## src/rtl/i2c_pkg.sv

```systemverilog
`default_nettype none
// ============================================================================
//  Module      : i2c_pkg
//  Description : Types and constants shared by the I2C slave front end.
//                - tx_state_t : byte transmitter state encoding
//                - I2C_ACK / I2C_NACK : SDA levels in the acknowledge slot
//  Revision    : 1.0  initial release
// ============================================================================
package i2c_pkg;

    typedef enum logic [1:0] {
        IDLE     = 2'd0,
        SHIFT    = 2'd1,
        ACK_WAIT = 2'd2,
        ACK_DONE = 2'd3
    } tx_state_t;

    localparam logic I2C_ACK  = 1'b0;
    localparam logic I2C_NACK = 1'b1;

endpackage : i2c_pkg
`default_nettype wire

```

## src/rtl/byte_transmitter.sv

```systemverilog
`default_nettype none
// ============================================================================
//  Module      : byte_transmitter
//  Description : Slave-side I2C byte transmitter for master-read transfers.
//                Takes a byte over a valid/ready handshake, drives it onto
//                SDA MSB-first (one bit per SCL low phase), releases SDA and
//                samples the master's ACK/NACK on the ninth SCL rise.
//  Revision    : 1.0  initial release
//
//  Ports
//    clk          in   system clock
//    reset        in   asynchronous, active-high reset
//    enable       in   master-read transaction in progress; low aborts
//    scl_rise     in   one-cycle pulse, synchronized SCL rising edge
//    scl_fall     in   one-cycle pulse, synchronized SCL falling edge
//    sda_in       in   synchronized SDA level (ACK sampling)
//    tx_valid     in   upstream byte available
//    tx_data      in   byte to send, captured on the handshake
//    tx_ready     out  block can accept a byte
//    sda_oe       out  1 = pull SDA low, 0 = release
//    scl_stretch  out  request to hold SCL low (data underrun)
//    ack_valid    out  one-cycle pulse when ACK/NACK is sampled
//    nack         out  last sampled acknowledge (1 = NACK), held
// ============================================================================
module byte_transmitter
    import i2c_pkg::*;
#(
    parameter int unsigned WIDTH = 8
) (
    input  logic             clk,
    input  logic             reset,
    input  logic             enable,
    input  logic             scl_rise,
    input  logic             scl_fall,
    input  logic             sda_in,
    input  logic             tx_valid,
    input  logic [WIDTH-1:0] tx_data,
    output logic             tx_ready,
    output logic             sda_oe,
    output logic             scl_stretch,
    output logic             ack_valid,
    output logic             nack
);

    localparam int unsigned      CNT_W    = (WIDTH > 1) ? $clog2(WIDTH) : 1;
    localparam logic [CNT_W-1:0] LAST_BIT = CNT_W'(WIDTH - 1);

    tx_state_t        state_q;
    logic [WIDTH-1:0] shift_q;
    logic [CNT_W-1:0] bit_cnt_q;
    logic             tx_ready_q;
    logic             sda_oe_q;
    logic             ack_valid_q;
    logic             nack_q;

    // Coincident rise and fall pulses are illegal; both are dropped so the
    // byte position cannot be corrupted by a glitching front end.
    logic w_rise;
    logic w_fall;
    assign w_rise = scl_rise & ~scl_fall;
    assign w_fall = scl_fall & ~scl_rise;

    always_ff @(posedge clk or posedge reset) begin
        if (reset) begin
            state_q     <= IDLE;
            shift_q     <= '0;
            bit_cnt_q   <= '0;
            tx_ready_q  <= 1'b1;
            sda_oe_q    <= 1'b0;
            ack_valid_q <= 1'b0;
            nack_q      <= 1'b0;
        end else begin
            ack_valid_q <= 1'b0;
            if (!enable) begin
                // Abort: release SDA and forget the partial byte; nack keeps
                // the last sampled acknowledge.
                state_q    <= IDLE;
                sda_oe_q   <= 1'b0;
                bit_cnt_q  <= '0;
                tx_ready_q <= 1'b1;
            end else begin
                case (state_q)
                    IDLE: begin
                        if (tx_valid) begin
                            shift_q    <= tx_data;
                            bit_cnt_q  <= '0;
                            sda_oe_q   <= ~tx_data[WIDTH-1];
                            tx_ready_q <= 1'b0;
                            state_q    <= SHIFT;
                        end
                    end
                    SHIFT: begin
                        // Data changes only on SCL fall so it is stable
                        // throughout the SCL high phase.
                        if (w_fall) begin
                            shift_q <= {shift_q[WIDTH-2:0], 1'b0};
                            if (bit_cnt_q == LAST_BIT) begin
                                bit_cnt_q <= '0;
                                sda_oe_q  <= 1'b0;
                                state_q   <= ACK_WAIT;
                            end else begin
                                bit_cnt_q <= bit_cnt_q + CNT_W'(1);
                                // Next MSB is the bit below the current one.
                                sda_oe_q  <= ~shift_q[WIDTH-2];
                            end
                        end
                    end
                    ACK_WAIT: begin
                        if (w_rise) begin
                            nack_q      <= (sda_in == I2C_NACK);
                            ack_valid_q <= 1'b1;
                            state_q     <= ACK_DONE;
                        end
                    end
                    ACK_DONE: begin
                        if (w_fall) begin
                            tx_ready_q <= 1'b1;
                            state_q    <= IDLE;
                        end
                    end
                    default: begin
                        state_q <= IDLE;
                    end
                endcase
            end
        end
    end

    assign tx_ready    = tx_ready_q;
    assign sda_oe      = sda_oe_q;
    assign ack_valid   = ack_valid_q;
    assign nack        = nack_q;
    // Hold SCL low while the master is waiting on a byte we do not have yet.
    assign scl_stretch = (state_q == IDLE) & enable & ~tx_valid;

`ifndef SYNTHESIS
    a_no_dual_edge : assert property (@(posedge clk) disable iff (reset)
        !(scl_rise && scl_fall));
`endif

endmodule : byte_transmitter
`default_nettype wire

```

## config.mk

```make
export PLATFORM = sky130hd
export DESIGN_NAME = byte_transmitter
export DESIGN_NICKNAME = d
export VERILOG_FILES = /design/src/rtl/i2c_pkg.sv /design/src/rtl/byte_transmitter.sv
export SDC_FILE = /design/constraint.sdc
export NUM_CORES = 1
export LEC_CHECK = 0
export CAP_MARGIN = 20
export CORE_MARGIN = 3
export CORE_UTILIZATION = 40
export CTS_CLUSTER_DIAMETER = 150
export CTS_CLUSTER_SIZE = 10
export DETAILED_ROUTE_END_ITERATION = 12
export PLACE_DENSITY = 0.78
export SETUP_SLACK_MARGIN = 0.15
export SYNTH_ARGS = -nofsm -noshare
export SYNTH_HDL_FRONTEND = slang
export SYNTH_SLANG_ARGS = --single-unit
export TNS_END_PERCENT = 30
```

## constraint.sdc

```tcl
create_clock -name clk -period 2.55 [get_ports clk]
set_clock_uncertainty 0.2 [all_clocks]
set_input_delay 0.51 -clock clk [delete_from_list [all_inputs] [get_ports clk]]
set_output_delay 0.51 -clock clk [all_outputs]
set_load 0.05 [all_outputs]
```

**Word-level counts from Yosys, hierarchy flattened**

Cells that the tools add are included.

- Add/sub/neg operators: 1
- Multipliers: 0
- Divide/modulo/power cells: 0
- Order comparisons: 0
- Equality and inequality tests: 13
- Shifts and indexed selects: 0
- Mux-type cells: 27
- Bitwise logic cells: 9
- Reduce and logical (&&, ||, !) cells: 7

Operators with widths:

| cell | number |
|---|---|
| 3-bit inequality test, second input constant | 5 |
| 7-bit two-way mux | 2 |
| 7-bit case mux with 2 select lines | 1 |
| 2-bit two-way mux | 6 |
| 3-bit two-way mux | 4 |
| 1-bit two-way mux | 10 |
| 3-bit AND reduction | 3 |
| 2-bit case mux with 4 select lines | 1 |
| 3-bit by 1-bit inequality test with 1-bit output, second input constant | 2 |
| 3-bit case mux with 2 select lines | 1 |
| 1-bit inverter | 5 |
| 5-bit AND reduction | 1 |
| 1-bit bitwise AND | 4 |
| 2-bit equality test, second input constant | 2 |
| 2-bit inequality test, second input constant | 2 |
| 1-bit case mux with 2 select lines | 2 |
| 4-bit AND reduction | 1 |
| 3-bit by 1-bit adder with 3-bit output, second input constant | 1 |
| 3-bit equality test, second input constant | 1 |
| 2-bit by 1-bit equality test with 1-bit output, second input constant | 1 |
| 2-bit zero test | 1 |
| 2-bit nonzero test | 1 |

- Register bits after elaboration: 16
- Bits in latches: 0
- Memory bits (writable): 0
- Bits in read-only memories: 0
- Input bits: 15
- Memories: 0

**Depth between registers and ports, before layout**

Gate-level depths: netlist of the first run.

- Depth in word-level cells: 5
- Gate-level depth with buffers: 7
- Mapped depth without buffers: 6

**Least setup slack after synthesis of the first run**

No wires, ideal clock.

- Path type: register to output
- From: register state_q[0]
- To: output scl_stretch
- Arrival time: 1510 ps
- Setup slack: 330 ps
- Cell stages (with the launch flop): 5
- Path through: dfrtp_1 inv_1 ha_1 nor2b_1 and2_1

- Word-level cells in the longest chain between the ends: 3

Ends and longest elaborated chain:

| what | line | RTL |
|---|---|---|
| start, declared | byte_transmitter.sv:48 | `tx_state_t state_q;` |
| start signal, assigned | byte_transmitter.sv:65 | `state_q <= IDLE;` |
| start signal, assigned | byte_transmitter.sv:77 | `state_q <= IDLE;` |
| start signal, assigned | byte_transmitter.sv:89 | `state_q <= SHIFT;` |
| 2-bit zero test | byte_transmitter.sv:134 | `assign scl_stretch = (state_q == IDLE) & enable & ~tx_valid;` |
| 1-bit bitwise AND (2 in series) | byte_transmitter.sv:134 |  |
| end, declared | byte_transmitter.sv:40 | `output logic scl_stretch,` |

Every way passes these cells.

**Worst setup path after layout of the first run**

- From: register tx_ready_q (netlist: tx_ready)
- To: output tx_ready

RTL lines:

| what | line | RTL |
|---|---|---|
| start, declared | byte_transmitter.sv:51 | `logic tx_ready_q;` |
| start signal, assigned | byte_transmitter.sv:68 | `tx_ready_q <= 1'b1;` |
| start signal, assigned | byte_transmitter.sv:80 | `tx_ready_q <= 1'b1;` |
| start signal, assigned | byte_transmitter.sv:88 | `tx_ready_q <= 1'b0;` |
| end, declared | byte_transmitter.sv:38 | `output logic tx_ready,` |

No word-level cell between the ends.

==> results of run 1 <==
-- power by group --
| group | switching (uW) | internal, uW |
|---|---|---|
| Clock | 82.6 | 87.0 |
| Combinational | 322 | 275 |
| Sequential | 55.3 | 343 |
| Total | 460 | 705 |
-- kinds of logic after synthesis --
kind of cell    synth area share, %
mux                            11.3
compound gates                 14.6
simple gates                   16.4
flops                          45.0
buf+inv                        4.34
fa+ha+maj                      8.40
-- through the flow --
stage	cells	power, uW	util, %	area (um2)
3_5_place_dp	132	992	55.7	1140
6_report	136	1160	58.0	1180
2_1_floorplan	85	840	-	893
5_1_grt	136	1250	58.0	1180
4_1_cts	136	1170	57.6	1180
3_3_place_gp	132	969	55.7	1140
-- what timing repair did --
action	in CTS	in global routing
gates resized for setup	1	2
setup buffers	0	0
pin swaps	0	0
setup endpoints to repair	1	1
-- layout make-up --
cell class | instances | area, um2
fillers | 197 | 858
multi-input cells | 61 | 463
flip-flops and latches | 16 | 402
repair buffers | 23 | 230
clock buffers | 4 | 36.3
well taps | 27 | 33.8
inverters | 5 | 18.8
-- per-layer routing --
metal  part of all wire [%]  routed length [um]  vias to the layer above  GRT usage, %
met5                      0                   0                        -             0
met2                     48                 809                       21          22.9
li1                       -                   -                      339             -
met4                    1.7                  28                        0          6.38
met1                     43                 731                      320          16.4
met3                    6.8                 115                        5          2.54
-- path summary, 6_finish.rpt --
kind / from / endpoint / slack (ps) / cells after the start
worst max-delay path: tx_ready / tx_ready / 200 / 1
worst min-delay path: shift_q[3] / shift_q[3] / 330 / 2
min in group asynchronous: reset / shift_q[0] / 390 / 2
worst min register to register: shift_q[3] / shift_q[3] / 330 / 2
max in group asynchronous: reset / bit_cnt_q[1] / 1350 / 2
worst max register to register: state_q[1] / sda_oe / 440 / 6
-- flip-flops by register name, indices dropped and copies added, names as in the netlist --
register	flops
nack	1
tx_ready	1
shift_q	7
ack_valid	1
bit_cnt_q	3
state_q	2
sda_oe	1
-- layout by cell type (no fill, tap or decap), drive strengths merged, types with 2 or more instances in the layout --
master,count
clkdlybuf4s50,18
dfrtp,15
nor2,11
mux2i,9
a21oi,9
ha,6
nand2b,5
nand2,5
inv,5
buf,5
clkbuf,4
o21ai,3
nand3,2
nor2b,2
==> key figures, run 1 <==
Run status
  – Outcome: finished, final reports clean

Floorplanning
  – Die Ht: 53.3 um
  – Die area: 0.00284 mm2
  – Starting Density: a little over two fifths
  – Std cell rows: 16
  – Core outline area: about 0.0020 mm2
  – Die X: about 53 um
  – I/O pin cnt: 20

Finish
  – Fraction of layout cells with a size suffix above 1: 16.5%
  – Ant diodes: 0
  – Nets@finish: 131
  – Area delta synth->final: 32.5%

Min path
  – Worst hold path class: reg2reg

Synth
  – Unique masters post-synth: 26
  – Yosys reg bits: 16
  – Main area contributors after synthesis: dfrtp_1 (42%), mux2i_1 (10%), ha_1 (8.4%)
  – FFs w/ async S/R, synth: 100%
  – Area of the mapped netlist: 893 um2
  – Sequential fraction of the synthesis area: 45.0%
  – Post-synthesis cell count: 85
  – Dominant cell by count in the synthesized netlist: dfrtp_1
  – Yosys warns: 0
  – Main synth FF type: dfrtp_1
  – Syn nets: approximately 110
  – Number of synthesized flops with an enable pin: 0
  – Share of the synthesized area in the top cell type: 42.0%
  – Most frequent cells after synthesis: dfrtp_1 (15), nor2_1 (10), mux2i_1 (9)
  – Synthesized area per cell: 10.5 um2
  – Dominant cell type by area after synthesis: dfrtp_1

Critical path
  – Arrival @ worst endpoint: 1640 ps
  – Max incr delay on CP: ~800 ps
  – Critical Path Fanout Max: 3
  – CP cell instances: clkdlybuf4s50_1
  – Crit path required time: 1840 ps
  – Delay-heaviest family, CP: buffers and inverters
  – Slowest cell on the critical path: clkdlybuf4s50_1
  – Crit Path Class: reg2out
  – CP Capture Type: primary output
  – Kind of start point of the critical path: flip-flop
  – WP buf/inv: 1

Power
  – Pwr per Cell Area: slightly below 1000 mW/mm2
  – Pleak: around 0.00053 uW
  – Worst VDD drop: between 0.0004 and 0.0005 V

Global route
  – Initial antenna violation count: 0
  – Number of global-route vias before repair: ~660
  – GR Overflow Total: 0
  – Gr usage total: ~14%
  – Largest net degree at the start of global routing: 17
  – First-pass GRT wire length: between 2000 and 3000 um

Timing
  – Tightest Pin Transition: 635 ps
  – RSZ-0062 raised after global routing: false
  – Fin. Hold Viols: 0
  – Setup TNS: 0 ps
  – Highest clock rate: 426 MHz
  – Final Setup Violations: 0
  – Min Hold Slack: 329 ps
  – Slew Viols, Final: 0
  – Period utilization: 92.1%
  – Post-layout min period: 2350 ps
  – Post-route setup slack: 200 ps
  – Slew margin rel.: 57.6%

Drt
  – DRT iter0 DRCs: 3
  – Drt wl/cell: 12.4 um
  – WL final: 1680 um
  – Post-route ant nets: 0
  – Vias after detailed routing: 685
  – Via density: between 5 and 6
  – Detailed-route DRC error count: 0
  – Pre-antenna DRT Iters: 4

Clock network
  – TritonCTS clock tree: yes
  – CTS Buf Count: 3
  – Clock slew at reported path FFs: about 100 ps
  – H-Tree Level Count: 1
  – Hold buffers post-CTS: 0
  – Max Buffers Root-to-Sink: 2
  – Clock root buffer: clkbuf_4
  – Sink Count: 16
  – Latest clock arrival within the worst-skew pair: approximately 290 ps

Placed design
  – Worst Setup Slack post-DPL: 266 ps
  – Gpl congestion: 0.718
  – Dpl hpwl: approximately 1300 um
  – PortBufs: 19

Run
  – # Max-Cap Violations: 0
Power figures use the tool's default switching activity.
==> inputs of run 2 (changes only) <==
- CORE_MARGIN: 3 -> unset
==> run 2 against run 1 <==
Net effect:
- first-iteration DRC count increased by 33%
- via count shrank 1.9%
- sequential share of layout area increased by 0.22 points
- critical path depth is the same
- clock power decreased by 2%
- largest cell class unchanged
- sequential cell count is the same
==> key figures, run 2 (same netlist as run 1, synthesis figures left out) <==
Run status
  – Outcome: finished, final reports clean (unchanged)

Critical path
  – CP Capture Type: primary output (unchanged)
  – Kind of start point of the critical path: flip-flop (unchanged)
  – Crit Path Class: reg2out (unchanged)
  – Slowest cell on the critical path: clkdlybuf4s50_1 (unchanged)
  – Delay-heaviest family, CP: buffers and inverters (unchanged)
  – Crit path required time: 1840 ps (about the same)
  – Arrival @ worst endpoint: 1640 ps (about the same)
  – CP cell instances: clkdlybuf4s50_1 (unchanged)
  – Max incr delay on CP: 800 ps (about the same)
  – Critical Path Fanout Max: 3 (unchanged)
  – WP buf/inv: 1 (unchanged)

Drt
  – Drt wl/cell: 11.6 um (was 12.4 um)
  – Via density: 4.94 (was 5.04)
  – WL final: 1580 um (was 1680 um)
  – DRT iter0 DRCs: 4 (was 3)
  – Pre-antenna DRT Iters: 4 (unchanged)
  – Post-route ant nets: 0 (unchanged)
  – Detailed-route DRC error count: 0 (unchanged)
  – Vias after detailed routing: 672 (was 685)

Global route
  – Number of global-route vias before repair: 729 (was 655)
  – First-pass GRT wire length: 2990 um (was 2750 um)
  – Largest net degree at the start of global routing: 17 (unchanged)
  – Initial antenna violation count: 0 (unchanged)
  – GR Overflow Total: 0 (unchanged)
  – Gr usage total: 16.4% (was 13.6%)

Finish
  – FF/Latch Area: 402 um2 (unchanged)
  – Most common cell after layout, fill and taps aside: clkdlybuf4s50_1 (unchanged)
  – Ant diodes: 0 (unchanged)
  – Fill count: 191 (was 197)
  – Final core occ: 58.2% (was 58.0%)
  – Most frequent cells in the layout: clkdlybuf4s50_1 (18), dfrtp_1 (15), nor2_1 (10) (unchanged)
  – Max reg flops: 7 (unchanged)
  – Multi-input combinational cell area: 455 um2 (was 463 um2)
  – Nets@finish: 131 (unchanged)
  – Most flop-heavy register: shift_q (unchanged)
  – Fraction of layout cells with a size suffix above 1: 15.6% (was 16.5%)
  – Area delta synth->final: 31.7% (was 32.5%)
  – Biggest regs: shift_q x7, bit_cnt_q x3, state_q x2 (unchanged)

Floorplanning
  – Die area: 0.00243 mm2 (was 0.00284 mm2)
  – Die X: 49.3 um (was 53.3 um)
  – Std cell rows: 16 (unchanged)
  – I/O pin cnt: 20 (unchanged)
  – Core outline area: 0.00202 mm2 (was 0.00204 mm2)
  – Die Ht: 49.3 um (was 53.3 um)
  – Starting Density: 44.2% (was 43.8%)

Timing
  – Fin. Hold Viols: 0 (unchanged)
  – Setup TNS: 0 ps (unchanged)
  – Post-route setup slack: 203 ps (was 200 ps)
  – Final Setup Violations: 0 (unchanged)
  – Min Hold Slack: 298 ps (was 329 ps)
  – Period utilization: 92.0% (was 92.1%)
  – Slew Viols, Final: 0 (unchanged)
  – Post-layout min period: 2350 ps (about the same)
  – RSZ-0062 raised after global routing: false (unchanged)
  – Slew margin rel.: 59.2% (was 57.6%)
  – Tightest Pin Transition: 612 ps (was 635 ps)
  – Highest clock rate: 426 MHz (about the same)

Power
  – Worst VDD drop: 0.000524 V (was 0.000490 V)
  – Pwr per Cell Area: 980 mW/mm2 (was 984 mW/mm2)
  – Pleak: 0.000525 uW (was 0.000530 uW)
  – Power Total: 1150 uW (was 1160 uW)

Clock network
  – Max Buffers Root-to-Sink: 2 (unchanged)
  – Latest clock arrival within the worst-skew pair: 280 ps (was 290 ps)
  – Hold buffers post-CTS: 0 (unchanged)
  – Clock slew at reported path FFs: 90 ps (was 100 ps)
  – Setup Buffers After CTS: 0 (unchanged)
  – H-Tree Level Count: 1 (unchanged)
  – Post_cts resized: 0 (was 1)
  – TritonCTS clock tree: yes (unchanged)
  – CTS Buf Count: 3 (unchanged)
  – Sink Count: 16 (unchanged)
  – Clock root buffer: clkbuf_4 (unchanged)

Placed design
  – Gpl congestion: 0.755 (was 0.718)
  – Worst Setup Slack post-DPL: 216 ps (was 266 ps)
  – Dpl hpwl: 1250 um (was 1270 um)
  – PortBufs: 19 (unchanged)

Run
  – # Max-Cap Violations: 0 (unchanged)

Min path
  – Worst hold path class: reg2reg (unchanged)
run 2: cell count changes in the layout (fill, tap and decap cells not counted):
cell,before,now
nor2b_2,0,1
nor2b_4,1,0
ha_1,5,6
ha_2,1,0
run 2: path summary, 6_finish.rpt:
check,startpoint,cells after the start,end,slack (ps)
worst max register to register,state_q[1],6,sda_oe,380
worst min-delay path,nack,1,nack,300
min in group asynchronous,reset,2,shift_q[1],390
worst max-delay path,tx_ready,1,tx_ready,200
max in group asynchronous,reset,2,shift_q[4],1370
worst min register to register,nack,1,nack,300
run 2: layout make-up:
type / count / share of cell area [%]
timing repair buffer: 23 / 19.6
tap: 27 / 2.87
sequential: 16 / 34.1
multi-input combinational: 61 / 38.7
inverter: 5 / 1.60
clock buffer: 4 / 3.09
run 2: through the flow:
step                instances  area (um2)
floorplan                  85         893
finish                    136        1180
CTS                       136        1170
global placement          132        1140
detailed placement        132        1140
global route              136        1180
run 2: worst reg2reg max path: stages, from the launching register on:
cell and delay, ps:
dfrtp_1 420, inv_1 90, ha_1 400, nor2_2 130
a211oi_2 440, o221ai_1 220, o211a_1 170
run 2: layer usage:
| layer | GRT usage (%) | routed length (um) |
|---|---|---|
| met2 | 29.5 | 731 |
| met5 | 0 | 0 |
| met4 | 8.82 | 23 |
| met3 | 3.43 | 88 |
| met1 | 17.8 | 733 |
run 2: power by group:
group	internal, uW	leakage [uW]	switching (uW)
Combinational	266	0.000307	324
Clock	86.9	0.0000210	78.9
Sequential	343	0.000197	54.0
Total	696	0.000525	457
==> inputs of run 3 (changes only) <==
- ABC_AREA: unset -> 0
- TNS_END_PERCENT: 30 -> 1
==> results of run 3 <==
Same layout as run 2: the final DEF is identical, and so are final timing and power.
